<file path="src/rtl/dmem_ctrl_if.sv">
// dmem_ctrl_if: groups the core-side load/store handshake and the RAM-side bus
// of dmem_ctrl into one bundle.
//   slave  modport : the controller view (core requests in, RAM strobes out)
//   master modport : the core/RAM environment view (directions mirrored)
// Core side : req, we, size, unsigned_ld, addr, wdata -> rdata, ready, err, busy
// RAM side  : mem_addr, mem_wdata, mem_be, mem_we, mem_re -> mem_rdata
interface dmem_ctrl_if #(
    parameter int unsigned DEPTH = 1024
);
    localparam int unsigned AW = $clog2(DEPTH);

    logic          req;
    logic          we;
    logic [1:0]    size;
    logic          unsigned_ld;
    logic [31:0]   addr;
    logic [31:0]   wdata;
    logic [31:0]   rdata;
    logic          ready;
    logic          err;
    logic          busy;

    logic [AW-1:0] mem_addr;
    logic [31:0]   mem_wdata;
    logic [3:0]    mem_be;
    logic          mem_we;
    logic          mem_re;
    logic [31:0]   mem_rdata;

    modport slave (
        input  req, we, size, unsigned_ld, addr, wdata, mem_rdata,
        output rdata, ready, err, busy, mem_addr, mem_wdata, mem_be, mem_we, mem_re
    );

    modport master (
        output req, we, size, unsigned_ld, addr, wdata, mem_rdata,
        input  rdata, ready, err, busy, mem_addr, mem_wdata, mem_be, mem_we, mem_re
    );
endinterface

</file>
<file path="src/rtl/dmem_ctrl.sv">
// dmem_ctrl: data-memory controller between the core load/store port and a
// synchronous single-port RAM with WAIT_STATES extra read-latency cycles.
// Byte/half/word accesses with byte enables, sign/zero-extended loads, and
// misalignment / out-of-range / reserved-size error reporting.
// Ports:
//   CLK, RESET_N : clock (rising edge), asynchronous active-low reset
//   bus          : dmem_ctrl_if.slave (core handshake + RAM bus), all outputs registered
//   rd_cnt, wr_cnt, err_cnt : 16-bit saturating completion counters, present
//                             only when DMEM_STATS_EN is defined
module dmem_ctrl #(
    parameter int unsigned DEPTH       = 1024,
    parameter int unsigned WAIT_STATES = 0,
    parameter logic [31:0] BASE_ADDR   = 32'h0
) (
    input  logic        CLK,
    input  logic        RESET_N,
    dmem_ctrl_if.slave  bus
`ifdef DMEM_STATS_EN
    ,
    output logic [15:0] rd_cnt,
    output logic [15:0] wr_cnt,
    output logic [15:0] err_cnt
`endif
);
    localparam int unsigned AW = $clog2(DEPTH);

    typedef enum logic [2:0] {StIdle, StAccess, StWait, StCapt, StResp} state_t;

    state_t        state_q, state_d;
    logic [2:0]    wait_cnt_q, wait_cnt_d;
    logic          lat_we_q, lat_we_d;
    logic [1:0]    lat_size_q, lat_size_d;
    logic          lat_uns_q, lat_uns_d;
    logic [1:0]    lat_lane_q, lat_lane_d;
    logic [31:0]   rdata_q, rdata_d;
    logic          ready_q, ready_d;
    logic          err_q, err_d;
    logic          busy_q, busy_d;
    logic [AW-1:0] mem_addr_q, mem_addr_d;
    logic [31:0]   mem_wdata_q, mem_wdata_d;
    logic [3:0]    mem_be_q, mem_be_d;
    logic          mem_we_q, mem_we_d;
    logic          mem_re_q, mem_re_d;

    logic [31:0]   off;
    logic          dec_err;
    logic [31:0]   shifted;

    always_comb begin
        state_d     = state_q;
        wait_cnt_d  = wait_cnt_q;
        lat_we_d    = lat_we_q;
        lat_size_d  = lat_size_q;
        lat_uns_d   = lat_uns_q;
        lat_lane_d  = lat_lane_q;
        rdata_d     = rdata_q;
        ready_d     = 1'b0;
        err_d       = 1'b0;
        busy_d      = 1'b0;
        mem_addr_d  = mem_addr_q;
        mem_wdata_d = mem_wdata_q;
        mem_be_d    = mem_be_q;
        mem_we_d    = 1'b0;
        mem_re_d    = 1'b0;

        off     = bus.addr - BASE_ADDR;
        dec_err = (bus.size == 2'b11)
                | ((bus.size == 2'b01) && bus.addr[0])
                | ((bus.size == 2'b10) && (bus.addr[1:0] != 2'b00))
                | ((off >> 2) >= DEPTH);

        // Half-word loads are aligned, so the byte-lane shift also serves halves.
        shifted = bus.mem_rdata >> {lat_lane_q, 3'b000};

        unique case (state_q)
            // The response cycle also accepts a new request (back-to-back).
            StIdle, StResp: begin
                state_d = StIdle;
                if (bus.req) begin
                    if (dec_err) begin
                        ready_d = 1'b1;
                        err_d   = 1'b1;
                    end else begin
                        state_d    = StAccess;
                        busy_d     = 1'b1;
                        lat_we_d   = bus.we;
                        lat_size_d = bus.size;
                        lat_uns_d  = bus.unsigned_ld;
                        lat_lane_d = bus.addr[1:0];
                        mem_addr_d = off[2 +: AW];
                        mem_we_d   = bus.we;
                        mem_re_d   = ~bus.we;
                        mem_be_d   = 4'b1111;
                        if (bus.we) begin
                            unique case (bus.size)
                                2'b00: begin
                                    mem_be_d    = 4'b0001 << bus.addr[1:0];
                                    mem_wdata_d = {4{bus.wdata[7:0]}};
                                end
                                2'b01: begin
                                    mem_be_d    = 4'b0011 << {bus.addr[1], 1'b0};
                                    mem_wdata_d = {2{bus.wdata[15:0]}};
                                end
                                default: mem_wdata_d = bus.wdata;
                            endcase
                        end
                    end
                end
            end
            StAccess: begin
                if (lat_we_q) begin
                    state_d = StResp;
                    ready_d = 1'b1;
                end else if (WAIT_STATES == 0) begin
                    state_d = StCapt;
                    busy_d  = 1'b1;
                end else begin
                    state_d    = StWait;
                    busy_d     = 1'b1;
                    wait_cnt_d = 3'(WAIT_STATES - 1);
                end
            end
            StWait: begin
                busy_d = 1'b1;
                if (wait_cnt_q == 3'd0) begin
                    state_d = StCapt;
                end else begin
                    wait_cnt_d = wait_cnt_q - 3'd1;
                end
            end
            StCapt: begin
                state_d = StResp;
                ready_d = 1'b1;
                unique case (lat_size_q)
                    2'b00: rdata_d = lat_uns_q ? {24'h0, shifted[7:0]}
                                               : {{24{shifted[7]}}, shifted[7:0]};
                    2'b01: rdata_d = lat_uns_q ? {16'h0, shifted[15:0]}
                                               : {{16{shifted[15]}}, shifted[15:0]};
                    default: rdata_d = bus.mem_rdata;
                endcase
            end
            default: state_d = StIdle;
        endcase
    end

    always_ff @(posedge CLK or negedge RESET_N) begin
        if (!RESET_N) begin
            state_q     <= StIdle;
            wait_cnt_q  <= 3'd0;
            lat_we_q    <= 1'b0;
            lat_size_q  <= 2'b00;
            lat_uns_q   <= 1'b0;
            lat_lane_q  <= 2'b00;
            rdata_q     <= 32'h0;
            ready_q     <= 1'b0;
            err_q       <= 1'b0;
            busy_q      <= 1'b0;
            mem_addr_q  <= '0;
            mem_wdata_q <= 32'h0;
            mem_be_q    <= 4'h0;
            mem_we_q    <= 1'b0;
            mem_re_q    <= 1'b0;
        end else begin
            state_q     <= state_d;
            wait_cnt_q  <= wait_cnt_d;
            lat_we_q    <= lat_we_d;
            lat_size_q  <= lat_size_d;
            lat_uns_q   <= lat_uns_d;
            lat_lane_q  <= lat_lane_d;
            rdata_q     <= rdata_d;
            ready_q     <= ready_d;
            err_q       <= err_d;
            busy_q      <= busy_d;
            mem_addr_q  <= mem_addr_d;
            mem_wdata_q <= mem_wdata_d;
            mem_be_q    <= mem_be_d;
            mem_we_q    <= mem_we_d;
            mem_re_q    <= mem_re_d;
        end
    end

    assign bus.rdata     = rdata_q;
    assign bus.ready     = ready_q;
    assign bus.err       = err_q;
    assign bus.busy      = busy_q;
    assign bus.mem_addr  = mem_addr_q;
    assign bus.mem_wdata = mem_wdata_q;
    assign bus.mem_be    = mem_be_q;
    assign bus.mem_we    = mem_we_q;
    assign bus.mem_re    = mem_re_q;

`ifdef DMEM_STATS_EN
    logic [15:0] rd_cnt_q, wr_cnt_q, err_cnt_q;

    // Counted on the edge that raises ready, so an aborted access never counts.
    always_ff @(posedge CLK or negedge RESET_N) begin
        if (!RESET_N) begin
            rd_cnt_q  <= 16'h0;
            wr_cnt_q  <= 16'h0;
            err_cnt_q <= 16'h0;
        end else begin
            if (state_q == StCapt && rd_cnt_q != 16'hFFFF) begin
                rd_cnt_q <= rd_cnt_q + 16'd1;
            end
            if (state_q == StAccess && lat_we_q && wr_cnt_q != 16'hFFFF) begin
                wr_cnt_q <= wr_cnt_q + 16'd1;
            end
            if (err_d && err_cnt_q != 16'hFFFF) begin
                err_cnt_q <= err_cnt_q + 16'd1;
            end
        end
    end

    assign rd_cnt  = rd_cnt_q;
    assign wr_cnt  = wr_cnt_q;
    assign err_cnt = err_cnt_q;
`endif
endmodule

</file>
<file path="src/flat_wrapper.sv">
// flat-port wrapper written by rule: the top's interface ports become plain ports
module dmem_ctrl_flat 
#(
    parameter int unsigned DEPTH       = 1024,
    parameter int unsigned WAIT_STATES = 0,
    parameter logic [31:0] BASE_ADDR   = 32'h0
)
  (CLK, RESET_N, bus_req, bus_we, bus_size, bus_unsigned_ld, bus_addr, bus_wdata, bus_mem_rdata, bus_rdata, bus_ready, bus_err, bus_busy, bus_mem_addr, bus_mem_wdata, bus_mem_be, bus_mem_we, bus_mem_re);
  dmem_ctrl_if #(.DEPTH(DEPTH)) bus_i ();
  input  logic CLK;
  input  logic RESET_N;
  input wire logic [$bits(bus_i.req)-1:0] bus_req;
  input wire logic [$bits(bus_i.we)-1:0] bus_we;
  input wire logic [$bits(bus_i.size)-1:0] bus_size;
  input wire logic [$bits(bus_i.unsigned_ld)-1:0] bus_unsigned_ld;
  input wire logic [$bits(bus_i.addr)-1:0] bus_addr;
  input wire logic [$bits(bus_i.wdata)-1:0] bus_wdata;
  input wire logic [$bits(bus_i.mem_rdata)-1:0] bus_mem_rdata;
  output wire logic [$bits(bus_i.rdata)-1:0] bus_rdata;
  output wire logic [$bits(bus_i.ready)-1:0] bus_ready;
  output wire logic [$bits(bus_i.err)-1:0] bus_err;
  output wire logic [$bits(bus_i.busy)-1:0] bus_busy;
  output wire logic [$bits(bus_i.mem_addr)-1:0] bus_mem_addr;
  output wire logic [$bits(bus_i.mem_wdata)-1:0] bus_mem_wdata;
  output wire logic [$bits(bus_i.mem_be)-1:0] bus_mem_be;
  output wire logic [$bits(bus_i.mem_we)-1:0] bus_mem_we;
  output wire logic [$bits(bus_i.mem_re)-1:0] bus_mem_re;
  assign bus_i.req = bus_req;
  assign bus_i.we = bus_we;
  assign bus_i.size = bus_size;
  assign bus_i.unsigned_ld = bus_unsigned_ld;
  assign bus_i.addr = bus_addr;
  assign bus_i.wdata = bus_wdata;
  assign bus_i.mem_rdata = bus_mem_rdata;
  assign bus_rdata = bus_i.rdata;
  assign bus_ready = bus_i.ready;
  assign bus_err = bus_i.err;
  assign bus_busy = bus_i.busy;
  assign bus_mem_addr = bus_i.mem_addr;
  assign bus_mem_wdata = bus_i.mem_wdata;
  assign bus_mem_be = bus_i.mem_be;
  assign bus_mem_we = bus_i.mem_we;
  assign bus_mem_re = bus_i.mem_re;
  dmem_ctrl #(.DEPTH(DEPTH), .WAIT_STATES(WAIT_STATES), .BASE_ADDR(BASE_ADDR)) u_core (.CLK(CLK), .RESET_N(RESET_N), .bus(bus_i));
endmodule
</file>
<file path="config.mk">
export PLATFORM = sky130hd
export DESIGN_NAME = dmem_ctrl_flat
export DESIGN_NICKNAME = d
export VERILOG_FILES = /design/src/rtl/dmem_ctrl_if.sv /design/src/rtl/dmem_ctrl.sv /design/src/flat_wrapper.sv
export SDC_FILE = /design/constraint.sdc
export NUM_CORES = 1
export LEC_CHECK = 0
export ABC_AREA = 1
export CORE_MARGIN = 1
export CORE_UTILIZATION = 42
export CTS_BUF_LIST = sky130_fd_sc_hd__clkbuf_8
export CTS_CLUSTER_DIAMETER = 120
export CTS_CLUSTER_SIZE = 10
export DETAILED_ROUTE_END_ITERATION = 16
export PLACE_DENSITY = 0.79
export RECOVER_POWER = 100
export SLEW_MARGIN = 20
export SYNTH_ARGS = -nofsm -noshare
export SYNTH_HDL_FRONTEND = slang
export SYNTH_SLANG_ARGS = --single-unit
</file>
<file path="constraint.sdc">
create_clock -name CLK -period 1.5 [get_ports CLK]
set_clock_uncertainty 0.2 [all_clocks]
set_input_delay 0.225 -clock CLK [delete_from_list [all_inputs] [get_ports CLK]]
set_output_delay 0.225 -clock CLK [all_outputs]
set_load 0.01 [all_outputs]
</file>
**After elaboration in Yosys (flattened, before gate mapping)**

Cells that the tools add are included.

- $add $sub $neg: 1
- Order comparisons: 1
- Equality and inequality tests: 9
- Shift operators: 3
- Multiplexer cells: 26
- Bitwise gates (word level): 6
- Reduce and logical (&&, ||, !) cells: 11

Operators with widths:

| operator | count |
|---|---|
| case mux 32 bit (2 select lines) | 2 |
| 2-to-1 mux 32 bit | 2 |
| >> shifter 32 x 5 -> 16 bit | 1 |
| >= comparator 30 x 11 -> 1 bit (second input constant) | 1 |
| 2-to-1 mux 1 bit | 14 |
| case mux 3 bit (4 select lines) | 1 |
| 2-to-1 mux 3 bit | 3 |
| case mux 4 bit (2 select lines) | 1 |
| equality test 3 x 2 -> 1 bit (second input constant) | 2 |
| logical NOT 3 bit | 2 |
| case mux 1 bit (3 select lines) | 2 |
| equality test 2 x 1 -> 1 bit (second input constant) | 2 |
| equality test 2 bit (second input constant) | 2 |
| logical NOT 2 bit | 2 |
| 2-to-1 mux 4 bit | 1 |
| AND reduction 4 bit | 1 |
| << shifter 1 x 2 -> 4 bit (first input constant) | 1 |
| << shifter 2 x 2 -> 4 bit (first input constant) | 1 |
| equality test 3 x 1 -> 1 bit (second input constant) | 1 |
| equality test 3 bit (second input constant) | 1 |
| inverter 1 bit | 3 |
| OR 1 bit | 3 |
| AND reduction 3 bit | 1 |
| subtractor 3 x 1 -> 3 bit (second input constant) | 1 |
| other kinds (5) | 6 |

- Bits in registers: 95
- Bits of input ports: 103
- Output and inout port bits: 83
- Logic and storage cells: 72

**Longest topological paths before layout**

Gate-level depths: netlist of the first run.

- Depth after elaboration: 8
- Mapped depth: 10
- Mapped depth without buffers: 9

**Worst setup path before layout of the first run**

No wires, ideal clock.

- Path type: reg-to-reg
- Start point: register u_core.state_q[0]
- End point: register u_core.mem_wdata_q[15], in the netlist u_core.bus.mem_wdata[15]
- Library setup time: 0.117 ns
- Arrival time: 1.238 ns
- Required time: 1.183 ns
- Setup slack: -0.055 ns
- Cell stages (with the launch flop): 9
- Buffers on the path: 2
- Clock period less this slack: 1.555 ns
- Cell sequence: dfrtp_1 nor2_4 nand2_2 inv_2 buf_4 nand3_4 buf_6 nand2_1 nand2_1

- Longest elaborated chain between the ends: 3
- Elaborated cells between the ends (all ways): 4
- Classes of those cells: eq/ne: 1; reduce/logical: 3

RTL lines:

| element | line | text |
|---|---|---|
| start: declaration | dmem_ctrl.sv:29 | `state_t state_q, state_d;` |
| start signal: assignment | dmem_ctrl.sv:148 | `state_q <= StIdle;` |
| start signal: assignment | dmem_ctrl.sv:164 | `state_q <= state_d;` |
| equality test 3 bit or logical NOT 3 bit (tied branches) | dmem_ctrl.sv:75 | `unique case (state_q)` |
| OR reduction 2 bit * | dmem_ctrl.sv:75 |  |
| AND reduction 4 bit (no line) * | -- |  |
| end signal: assignment | dmem_ctrl.sv:175 | `mem_wdata_q <= mem_wdata_d;` |
| end: declaration | dmem_ctrl.sv:40 | `logic [31:0] mem_wdata_q, mem_wdata_d;` |

Every way passes the cells marked *; elsewhere a longest branch is shown, timed or not.
A chain may end at the register's enable or synchronous reset.

**Worst setup path in the final report of the first run**

- Start point: register u_core.state_q[1]
- End point: register u_core.rdata_q[10], in the netlist u_core.bus.rdata[10]

- Longest elaborated chain between the ends: 1

RTL lines:

| element | line | text |
|---|---|---|
| equality test 3 x 2 -> 1 bit | dmem_ctrl.sv:75 |  |
| end signal: assignment | dmem_ctrl.sv:170 | `rdata_q <= rdata_d;` |
| end: declaration | dmem_ctrl.sv:35 | `logic [31:0] rdata_q, rdata_d;` |

Every way passes these cells.

==> results of run 1 <==
-- worst max path at each step --
stage	slack (ps)	cells after the start	from	to
detailed placement	-630	7	bus_size[1]	u_core.bus.mem_wdata[8]
global placement	-560	7	bus_addr[0]	u_core.bus.mem_wdata[24]
finish	-280	9	u_core.state_q[1]	u_core.bus.rdata[10]
CTS	-100	8	u_core.state_q[1]	u_core.bus.mem_wdata[28]
global route	-300	9	u_core.state_q[1]	u_core.bus.rdata[10]
floorplan	-40	8	u_core.state_q[1]	u_core.bus.mem_wdata[15]
-- tightest hold or removal path: stages --
cell and delay [ps]:
clkdlybuf4s50_1 410, nand3_2 70, nand2_1 40
-- report_power, final --
group / switching (uW) / internal, uW
registers: 0.413 / 2560
logic: 392 / 397
clock network: 1000 / 1050
total: 1390 / 4010
-- repair_timing --
action / 4_1_cts / 5_1_grt
hold buffers: 1 / 0
pin swaps: 83 / 60
buffers inserted: 20 / 33
endpoints found under the hold margin: 95 / 0
setup endpoints to repair: 171 / 144
gates resized for setup: 245 / 157
cloned: 17 / 4
-- metrics by stage --
step | utilization (%) | power (uW) | hold slack [ps]
6_report | 79.3 | 5400 | 197
4_1_cts | 73.3 | 5310 | 182
5_1_grt | 79.3 | 5560 | 202
3_5_place_dp | 64.4 | 3260 | 64.6
3_3_place_gp | 64.4 | 3260 | 64.3
2_1_floorplan | - | 2770 | -271
-- cell families (layout without fill, tap and decap cells) --
group | Yosys count | in the layout | share of synthesized area (%)
AOI/OAI and AO/OA | 90 | 90 | 9.58
xor gates and xnor gates | 1 | 1 | 0.171
adders and majority gates | 2 | 2 | 0.488
buffers and inverters | 103 | 398 | 9.26
DFF | 95 | 95 | 46.4
and+or+nand+nor | 387 | 394 | 34.1
-- state kept, by name (all words and copies together), names as in the netlist --
| name | cells |
|---|---|
| u_core.bus.mem_we | 1 |
| u_core.bus.mem_wdata | 32 |
| u_core.lat_uns_q | 1 |
| u_core.lat_size_q | 2 |
| u_core.bus.err | 1 |
| u_core.wait_cnt_q | 3 |
| u_core.lat_lane_q | 2 |
| u_core.bus.busy | 1 |
| u_core.bus.ready | 1 |
| u_core.bus.rdata | 32 |
| u_core.state_q | 3 |
| u_core.bus.mem_addr | 10 |
| u_core.bus.mem_re | 1 |
| u_core.bus.mem_be | 4 |
| u_core.lat_we_q | 1 |
-- layout make-up --
cell class,count,area [um^2]
clock buffers,11,151
inverters,64,260
fillers,703,2410
repair buffers,316,3210
clock inverters,5,88.8
flip-flops and latches,95,2380
well taps,143,179
repair inverters,2,28.8
multi-input cells,487,2950
-- layer usage --
| layer | GRT usage, % | vias to the layer above | wire, um |
|---|---|---|---|
| li1 | - | 2816 | - |
| met1 | 38.2 | 2995 | 7850 |
| met2 | 53.0 | 623 | 10700 |
| met3 | 8.91 | 197 | 2800 |
| met4 | 19.1 | 2 | 1740 |
| met5 | 0 | - | 16 |
-- placed cells by master (no fill, tap or decap), types with 6 or more instances in the layout --
| master | n |
|---|---|
| buf_12 | 13 |
| dfrtp_1 | 93 |
| inv_1 | 52 |
| inv_2 | 7 |
| nand4_1 | 38 |
| clkbuf_8 | 11 |
| clkbuf_2 | 12 |
| o21ai_0 | 23 |
| nor2_1 | 27 |
| buf_16 | 7 |
| nand3_2 | 22 |
| a21oi_4 | 11 |
| o211ai_1 | 15 |
| or2_4 | 13 |
| nand2_2 | 49 |
| a21oi_2 | 7 |
| nor2_2 | 6 |
| a21oi_1 | 17 |
| dlygate4sd2_1 | 36 |
| nand3_1 | 20 |
| clkdlybuf4s50_1 | 77 |
| nand3_4 | 13 |
| nor2_4 | 6 |
| buf_4 | 85 |
| clkdlybuf4s15_1 | 60 |
| nand2_1 | 188 |
| o21ai_1 | 10 |
| buf_6 | 15 |
==> flow_summary.toml, run 1 <==
[outcome]
status = "finished with violations"
violations = "negative setup slack"

[synth]
ys_types = 29
netlist_area_um2 = 5120
ys_ff_latch = 95
syn-num-nets = 783
synth_top_area_share_pct = 46.4
yosysTopAreaCell = "dfrtp_1"
synth_edf_count = 0
ys_seq_area_share_pct = 46.4
ys_top_cells_by_area = "dfrtp_1 (46%), nand2_1 (18%), nand4_1 (4.6%)"
yosys.cell_count.top_type = "nand2_1"
async_reset_ff_share_pct = 100
synth_common_cells = "nand2_1 (239), dfrtp_1 (95), inv_1 (57)"
synth_flop_cell = "dfrtp_1"
ys_warn_count = 0
syn_inst = 678
syn_area_per_cell_um2 = 7.56

[detailed_routing]
wl_um = 23100
firstDrtPassIters = 6
drtAntennaViolNets = 0
drt-initial-drc-count = 934
vias = 6633
vias_per_cell = 5.91
drc = 0
wl_per_cell_um = 20.6

[global_route]
grt_pass1_vias = 6169
overflow = 0
grt_pass1_wl_um = 31700
antenna_found_initial = 1
grt_max_degree = 71
grtUsageTotal_pct = 32.4

[hold_path]
holdCritStartpoint = "bus_addr[9]"
hp-class = "input port to register"
min_to = "u_core.bus.mem_addr[7]"
hold_path_depth = 3

[cells_and_area]
post-route-cell-area_um2 = 9250
antenna_cells = 0
finalNonFillerCells = 1123
synthToLayoutAreaGrowth_pct = 80.7
nNetsFinal = 1080
drive_above_1_share_pct = 32.3

[clocking]
clkSinkCount = 95
clk_latency_ps = 390
clk_pin_slew_worst_paths_ps = 100
htreeDepth = 3
cts_root_buffer = "clkbuf_8"
cts_buffer_depth = 2
cts_tree = "yes"
numCtsBuffers = 9

[timing]
worst_pin_slew_ps = 675
period_share_pct = 118
grt_setup_unrepaired = "true"
setup_violations = 90
hold_viol = 0
drv_slew = 0
maxSlewHeadroom_pct = 55.0
setup_tns_ps = -10930
max_freq_mhz = 563
min_period_ps = 1780
fin_ws_ps = -275

[placement]
io_buffer_count = 185
dpl_cell_area_um2 = 7510
place_congestion = 0.928
dpl.hpwl_um = 11500
pre_cts_ws_ps = -627
dp_cells = 1033

[die]
row_count = 39
die_x_um = 112
start_util_pct = 43.9
die-area_um2 = 12600
die_h_um = 112
io_pins = 186
core_um2 = 11700

[critical_path]
slowest_delay_ps = 420
critPathLaunchType = "register"
rr_endpoint = "u_core.bus.rdata[10]"
worstPathRequired_ps = 1570
critPathTopFamily = "flip-flops"
critPathBufInv = 4
worst_path_most_repeated_cell = "a21oi_1"
cp.arrival_ps = 1850
worst_r2r_path_depth = 9
rrSetupSlack_ps = -280
crit_type = "register to register"
reg2reg_from = "u_core.state_q[1]"
worst_path_max_delay_cell = "dfrtp_1"
crit_path_cell_trace = "buf_6 -> inv_4 -> nor2_4 -> nand2_8 -> inv_6 -> buf_12 -> o21ai_1 -> a21oi_1 -> a21oi_1"
crit_path_end_kind = "register"
path_max_fanout = 6

[power_and_ir_drop]
power_density_nw_per_um2 = 584
p_leak_uw = 0.00452
irDropWorstVdd_uv = 629

[job]
maxCapViolCount = 0
Power figures use the tool's default switching activity.
==> run 2, diff against run 1 <==
--- a/config.mk
+++ b/config.mk
@@ -12,8 +12,9 @@
 export CTS_CLUSTER_DIAMETER = 120
 export CTS_CLUSTER_SIZE = 10
 export DETAILED_ROUTE_END_ITERATION = 16
-export PLACE_DENSITY = 0.79
+export PLACE_DENSITY = 0.88
 export RECOVER_POWER = 100
+export SETUP_SLACK_MARGIN = 0.3
 export SLEW_MARGIN = 20
 export SYNTH_ARGS = -nofsm -noshare
 export SYNTH_HDL_FRONTEND = slang
==> flow_summary.toml, run 2 (synthesized netlist as in run 1, its figures left out) <==
[detailed_routing]
vias_per_cell = 5.94
drt-initial-drc-count = 815
drc = 0
wl_per_cell_um = 21.2
wl_um = 24600
drtAntennaViolNets = 0
vias = 6907
firstDrtPassIters = 5

[global_route]
grt_pass1_vias = 6171
grt_max_degree = 64
antenna_found_initial = 0
grt_pass1_wl_um = 31600
grtUsageTotal_pct = 32.2
overflow = 0

[die]
die_x_um = 112
start_util_pct = 43.9
die-area_um2 = 12600
io_pins = 186
core_um2 = 11700
die_h_um = 112
row_count = 39

[timing]
fin_ws_ps = -280
min_period_ps = 1780
grt_setup_unrepaired = "true"
hold_viol = 0
max_freq_mhz = 562
hold-worst-slack_ps = 189
maxSlewHeadroom_pct = 44.4
worst_pin_slew_ps = 834
drv_slew = 0
setup_violations = 92
period_share_pct = 119

[clocking]
cts_root_buffer = "clkbuf_8"
numCtsBuffers = 9
clk_pin_slew_worst_paths_ps = 100
htreeDepth = 3
clkSinkCount = 95
clk_latency_ps = 380
cts_buffer_depth = 2
cts_tree = "yes"

[cells_and_area]
final_util_pct = 79.9
filler_cell_count = 668
finalNonFillerCells = 1163
final_cell_mix = "nand2_1 (172), buf_4 (116), dfrtp_1 (92)"
antenna_cells = 0
nNetsFinal = 1120
post-route-cell-area_um2 = 9320
synthToLayoutAreaGrowth_pct = 81.9
drive_above_1_share_pct = 39.4
final_common_cell = "nand2_1"

[power_and_ir_drop]
power_density_nw_per_um2 = 574
p_leak_uw = 0.00449
irDropWorstVdd_uv = 430

[job]
maxCapViolCount = 0

[critical_path]
worstPathRequired_ps = 1620
crit_type = "register to register"
critPathLaunchType = "register"
cp.arrival_ps = 1900
path_max_fanout = 8
crit_path_end_kind = "register"

[hold_path]
hp-class = "input port to register"

[placement]
dpl_cell_area_um2 = 7790
io_buffer_count = 185
place_congestion = 0.927
dp_cells = 1039
dpl.hpwl_um = 12000

[outcome]
violations = "negative setup slack"
status = "finished with violations"
[run 2: cell count changes in the layout (fill, tap and decap cells not counted), sizes merged]
cell | previous run | this run
buf | 124 | 168
bufbuf | 1 | 0
clkbuf | 28 | 99
clkdlybuf4s15 | 60 | 5
clkinv | 2 | 3
dlygate4sd2 | 36 | 19
inv | 67 | 66
nand3 | 55 | 53
[run 2: timing repair]
action	CTS	global route
gates cloned	14	3
endpoints found under the setup margin	178	178
hold endpoints to repair	95	0
setup buffers	49	41
gates resized for setup	508	132
hold buffers	1	0
pin swaps	68	48
[run 2: critical path, stage by stage (launching register included)]
cell and delay [ps]:
dfrtp_1 430, buf_6 140, nor2_4 130, nand2_4 150, clkinv_8 120, buf_12 110, buf_16 110, nand4_1 180
nand2_1 130
[run 2: cell type report]
type	count	area, um^2	share of cell area [%]
flip-flops and latches	95	2380	25.6
inverters	64	270	2.90
clock buffers	11	151	1.63
repair buffers	358	3060	32.9
repair inverters	2	20.0	0.215
well taps	143	179	1.92
clock inverters	5	72.6	0.779
multi-input cells	485	3180	34.1
[run 2: final timing paths]
| kind | end | startpoint | depth (start not counted) | slack, ps |
|---|---|---|---|---|
| min reg2reg | u_core.bus.mem_wdata[4] | u_core.bus.mem_wdata[4] | 2 | 300 |
| max | u_core.bus.mem_wdata[28] | u_core.state_q[1] | 8 | -280 |
| min in group asynchronous | u_core.bus.rdata[13] | RESET_N | 3 | 370 |
| min | u_core.bus.mem_addr[7] | bus_addr[9] | 3 | 190 |
| max reg2reg | u_core.bus.mem_wdata[28] | u_core.state_q[1] | 8 | -280 |
| max in group asynchronous | u_core.lat_lane_q[0] | RESET_N | 3 | 110 |
[run 2: metrics by stage]
step / TNS [ps] / total power (uW) / setup slack, ps
after floorplan: -435 / 2780 / -43.5
after global placement: -35040 / 3260 / -509
after detailed placement: -37960 / 3270 / -588
after CTS: -2720 / 5230 / -76.8
after global routing: -14680 / 5490 / -290
final: -12030 / 5340 / -280
[run 2: routing by layer]
layer	track usage (%)	vias up	share of wire [%]	wire, um
met4	18.0	0	7.5	1840
met3	6.97	186	9.4	2310
li1	-	2890	-	-
met1	36.9	3265	34	8380
met5	0	-	0	0
met2	55.9	566	49	12100
[run 2: power by group]
part	internal (uW)	switching, uW
registers	2560	1.13
logic	393	415
clock network	1020	956
total	3970	1370
